File: config.mk
export PLATFORM = sky130hd
export DESIGN_NAME = gol_population_counter
export DESIGN_NICKNAME = d
export VERILOG_FILES = /design/src/rtl/gol_pkg.sv /design/src/rtl/gol_edge_detect.sv /design/src/rtl/gol_population_counter.sv
export SDC_FILE = /design/constraint.sdc
export NUM_CORES = 1
export LEC_CHECK = 0
export ABC_CLOCK_PERIOD_IN_PS = 2950
export CAP_MARGIN = 10
export CORE_ASPECT_RATIO = 1.25
export CORE_MARGIN = 5
export CORE_UTILIZATION = 45
export CTS_BUF_LIST = sky130_fd_sc_hd__clkbuf_4
export DETAILED_ROUTE_END_ITERATION = 10
export GPL_ROUTABILITY_DRIVEN = 0
export PLACE_DENSITY_LB_ADDON = 0.3
export SYNTH_ARGS = -nofsm -noshare
export SYNTH_HDL_FRONTEND = slang
export SYNTH_SLANG_ARGS = --single-unit
File: constraint.sdc
create_clock -name clock -period 2.95 [get_ports clock]
set_input_delay 0.885 -clock clock [delete_from_list [all_inputs] [get_ports clock]]
set_output_delay 0.885 -clock clock [all_outputs]
set_load 0.03 [all_outputs]
File: src/rtl/gol_pkg.sv
// Shared widths and FSM encoding for the Game of Life census stage.
package gol_pkg;

   localparam int ADDR_W  = 12;
   localparam int DATA_W  = 8;
   localparam int DIM_W   = 8;
   localparam int COUNT_W = 16;

   typedef enum logic [1:0] {
      IDLE,
      SCAN,
      DRAIN,
      DONE
   } state_t;

endpackage

File: src/rtl/gol_edge_detect.sv
// Rising-edge detector: flags sig high while its previous sample was low.
// Latency: combinational against a one-cycle-old registered sample.
// Backpressure: none; a held-high level yields a single one-cycle pulse.
module gol_edge_detect (
   input  logic clock,
   input  logic reset,
   input  logic sig,
   output logic rise
);

   logic prev;

   always_ff @(posedge clock or posedge reset) begin
      if (reset) prev <= 1'b0;
      else       prev <= sig;
   end

   assign rise = sig & ~prev;

endmodule

File: src/rtl/gol_population_counter.sv
// Census of live cells in the Game of Life result grid via the shared memory port.
// Latency: rows*columns + 2 cycles from the sampled start edge to done.
// Backpressure: none; start edges during a census are ignored.
module gol_population_counter #(
   parameter int ADDR_W  = gol_pkg::ADDR_W,
   parameter int DATA_W  = gol_pkg::DATA_W,
   parameter int DIM_W   = gol_pkg::DIM_W,
   parameter int COUNT_W = gol_pkg::COUNT_W
) (
   input  logic               clock,
   input  logic               reset,
   input  logic               start,
   input  logic [ADDR_W-1:0]  base_address,
   input  logic [DIM_W-1:0]   rows,
   input  logic [DIM_W-1:0]   columns,
   input  logic [DATA_W-1:0]  mem_read_data,
   output logic [ADDR_W-1:0]  mem_address,
   output logic               mem_active,
   output logic               busy,
   output logic               done,
   output logic [COUNT_W-1:0] population
);
   import gol_pkg::*;

   state_t               state_q;
   state_t               state_d;
   logic                 start_rise;
   logic                 dims_zero;
   logic                 active;
   logic                 live;
   logic [COUNT_W-1:0]   product;
   logic [COUNT_W-1:0]   count_next;
   logic [ADDR_W-1:0]    addr_q;
   logic [COUNT_W-1:0]   total_q;
   logic [COUNT_W-1:0]   issued_q;
   logic [COUNT_W-1:0]   count_q;
   logic [COUNT_W-1:0]   population_q;
   logic                 vld_q;
   logic                 done_q;

   gol_edge_detect u_start_edge (
      .clock (clock),
      .reset (reset),
      .sig   (start),
      .rise  (start_rise)
   );

   assign dims_zero  = (rows == '0) || (columns == '0);
   assign product    = COUNT_W'(rows) * COUNT_W'(columns);
   // Read data is qualified by vld_q, which trails the issued address by one cycle.
   assign live       = vld_q && (mem_read_data != '0);
   assign count_next = count_q + COUNT_W'(live);

   always_comb begin
      state_d = state_q;
      case (state_q)
         IDLE, DONE: if (start_rise) state_d = dims_zero ? DONE : SCAN;
         SCAN:       if (issued_q == total_q - COUNT_W'(1)) state_d = DRAIN;
         DRAIN:      state_d = DONE;
         default:    state_d = IDLE;
      endcase
   end

   always_ff @(posedge clock or posedge reset) begin
      if (reset) begin
         state_q      <= IDLE;
         addr_q       <= '0;
         total_q      <= '0;
         issued_q     <= '0;
         count_q      <= '0;
         population_q <= '0;
         vld_q        <= 1'b0;
         done_q       <= 1'b0;
      end else begin
         state_q <= state_d;
         vld_q   <= (state_q == SCAN);
         case (state_q)
            IDLE, DONE: begin
               if (start_rise) begin
                  if (dims_zero) begin
                     population_q <= '0;
                     done_q       <= 1'b1;
                  end else begin
                     addr_q   <= base_address;
                     total_q  <= product;
                     issued_q <= '0;
                     count_q  <= '0;
                     done_q   <= 1'b0;
                  end
               end
            end
            SCAN: begin
               addr_q   <= addr_q + ADDR_W'(1);
               issued_q <= issued_q + COUNT_W'(1);
               count_q  <= count_next;
            end
            DRAIN: begin
               count_q      <= count_next;
               population_q <= count_next;
               done_q       <= 1'b1;
            end
            default: ;
         endcase
      end
   end

   assign active      = (state_q == SCAN) || (state_q == DRAIN);
   assign mem_active  = active;
   assign busy        = active;
   assign mem_address = active ? addr_q : '0;
   assign done        = done_q;
   assign population  = population_q;

endmodule

==> summary.md <==
| Metric | Value |
|---|---|
| Power Density | `841 mW/mm²` |
| Die area | `0.0177 mm²` |
| Initial Util | `45.7%` |
| CP Class | `in -> reg` |
| # nets final | `1057` |
| CP Cell Sequence | `buf_8 > and2_4 > fa_1 > fa_1 > fa_1 > inv_1 > fa_1 > inv_2 > ha_4 > or3_4 > nor3_4 > o41ai_2 > a21oi_1 > xor2_1 > o21ai_1` |
| Post-route setup slack | `-1140 ps` |
| Hold-fix buffers at CTS | `0` |
| Yosys top cell by area | `dfrtp_1` |
| Final Hold Viols | `0` |
| Final Setup Violations | `11` |
| TNS Setup | `-8800 ps` |
| P_int | `3920 µW` |
| Maximum root-to-sink buffer count | `2` |
| Peak fanout along the critical path | `5` |
| CTS Sinks | `81` |
| Vias per std cell | `5.43` |
| Largest net degree at the start of global routing | `42` |
| Final Critical Period | `4090 ps` |
| Placed Instances | `1101` |
| Reg power frac | `24.9%` |
| Synth-to-Final Area Change | `30.5%` |
| Drt drc | `0` |
| Synth area leaders | `dfrtp_1 (30%), fa_1 (11%), ha_1 (8.1%), nand2_1 (5.4%), xnor2_1 (4.5%)` |
| Most frequent cells after synthesis | `nand2_1 (98), dfrtp_1 (81), inv_1 (64), and2_1 (47), o21ai_0 (47)` |
| Initial DRC count | `367` |
| DRT Wirelength | `16400 µm` |
| Sw Share | `47.4%` |
| Worst hold path stage count | `2` |
| Synth Flop Type | `dfrtp_1` |
| Synthesized area | `0.00680 mm²` |
| Clock power share | `8.4%` |
| Layout cells sized above 1 | `24.0%` |
| FF+latch count, synth | `81` |
| Logic pwr share | `66.8%` |
| CTS Root Cell | `clkbuf_4` |
| Dpl cell area | `0.00848 mm²` |
| Status | `finished, violations left` |
| DP Wirelength | `13000 µm` |
| Leakage | `0.00402 µW` |
| Max stage delay on crit path | `550 ps` |
| Syn Inst Count | `791` |
| Vias in the first global route | `6009` |
| Worst-Skew Late Latency | `450 ps` |
| Worst setup SP type | `input pin` |
| Worst VDD drop | `340 µV` |
| DR pass1 iterations | `6` |
| Synth Warn # | `0` |
| TritonCTS buffer count | `9` |
| Syn Area/Cell | `8.59 µm²` |
| Syn Nets | `910` |
| Synth async-reset ratio | `100%` |
| Register-to-Register Path Depth | `7` |
| Switch Pwr | `3540 µW` |
| H-Tree Depth | `3` |
| Yosys cell types | `64` |
| Worst rel slew slack | `58.8%` |
| Register area share after synthesis | `29.8%` |
| Most frequent cell after synthesis | `nand2_1` |
| Tcrit/Tclk final | `139%` |
| Port Buffers | `69` |
| Die X | `120 µm` |
| First-pass GRT wire length | `28500 µm` |
| ANT nets after route | `0` |
| Clock transition at path regs | `140 ps` |
| Top-area cell type share of the netlist area | `29.8%` |
| Post-Layout Cell Count | `1126` |
| # IOs | `70` |
| Power consumption | `7460 µW` |
| Max cap viols | `0` |
| Crit path capture type | `register` |
| Crit-path slowest cell | `fa_1` |
| Critical Path Most Common Cell | `fa_1` |
| Failing checks | `setup timing` |
| Wirelength per Cell | `14.5 µm` |
| Antenna violations before repair | `1` |
| Design Area, Final | `0.00887 mm²` |
| Grt total ovfl | `0` |
| Die H | `147 µm` |
| CP required | `3300 ps` |
| CTS tree | `built` |
| Worst min path class | `reg -> reg` |
| Max Clock Skew | `11.6 ps` |
| All-Layer GR Usage | `19.3%` |
| Slew @ Worst Pin | `616 ps` |
| WP data arrival | `4440 ps` |
| Final Slew Violations | `0` |
| # rows | `50` |
| Via count | `6118` |
| Unrepaired setup endpoints after global routing | `yes` |
| EDFF count, synth | `0` |
| Max Freq | `0.244 GHz` |
| Area of the core | `0.0149 mm²` |
metal layers:
metal,part of all wire (%),GRT usage (%),vias up
met1,41,22.2,2960
li1,-,-,3015
met5,0,0,-
met3,3.2,2.07,27
met4,1.7,6.07,0
met2,54,37.0,116
what timing repair did:
| action | 4_1_cts | 5_1_grt |
|---|---|---|
| pin swaps | 54 | 14 |
| endpoints found under the hold margin | 0 | 0 |
| resized for setup | 176 | 29 |
| buffers inserted | 6 | 2 |
| endpoints found under the setup margin | 28 | 27 |
metrics by stage:
step / worst slack [ps] / hold slack (ps) / util, %
2_1_floorplan: -1550 / 466 / -
3_3_place_gp: -2150 / 462 / 56.9
3_5_place_dp: -2230 / 469 / 56.9
4_1_cts: -1130 / 501 / 59.5
5_1_grt: -1260 / 545 / 59.6
6_report: -1140 / 492 / 59.6
sequential cells by signal, summed over array words and instances (netlist names):
signal / flops
done: 1
count_q: 16
state_q: 2
issued_q: 16
u_start_edge.prev: 1
population: 16
vld_q: 1
addr_q: 12
total_q: 16
cell families (layout without fill, tap and decap cells):
kind of cell	Yosys count	count (layout)	share of synthesized area, %
flops	81	81	29.8
xor+xnor	57	57	7.34
fa+ha+maj	80	80	18.7
simple gates	317	317	24.0
buf+inv	107	259	6.00
compound gates	143	143	13.2
other cells	0	1	0
mux	6	6	0.920
layout make-up:
class | instances | area, µm²
Fill cell | 1326 | 6020
Multi-Input combinational cell | 603 | 4660
Sequential cell | 81 | 2030
Timing Repair Buffer | 177 | 1570
Inverter | 66 | 255
Tap cell | 182 | 228
Clock buffer | 9 | 67.6
Clock inverter | 7 | 61.3
Antenna cell | 1 | 2.50
power groups by stage:
stage,Combinational [µW],Sequential (µW),Clock (µW)
floorplan,3050,1850,0
global placement,4670,1850,0
detailed placement,4730,1870,0
CTS,4960,1840,643
global route,5500,1920,708
finish,4980,1850,624
path summary, 6_finish.rpt:
| path | slack, ps | from | end |
|---|---|---|---|
| worst max register to register | 120 | total_q[2] | state_q[1] |
| worst min register to register | 490 | population[10] | population[10] |
| worst max-delay path | -1140 | rows[5] | total_q[13] |
| max in group asynchronous | 1580 | reset | addr_q[0] |
| min in group asynchronous | 810 | reset | issued_q[2] |
| worst min-delay path | 490 | population[10] | population[10] |
worst max-delay path, delay by kind of cell:
kind                     cells  cell delay [ps]
AO/OA/AOI/OAI                3              350
XOR/XNOR                     1              160
adder cells (fa/ha/maj)      5             2090
buffers and inverters        3              190
AND/OR/NAND/NOR              3              740
layout by cell type (no fill, tap or decap), drive strengths merged, types with 4 or more instances in the layout:
cell	instances
buf	129
nand2	98
ha	44
xnor2	35
inv	67
nand4	9
xor2	22
nor3	19
nand2b	4
or3	5
a21o	5
and4	6
nand3	30
a211oi	4
o22ai	14
clkbuf	12
dfrtp	81
clkdlybuf4s50	39
fa	36
and3	10
a31oi	5
and2	47
nor2	42
a21oi	29
o21ai	47
nor4	17
o211ai	4
mux2i	4
or4	7
nor2b	12
Power figures use the tool's default switching activity.
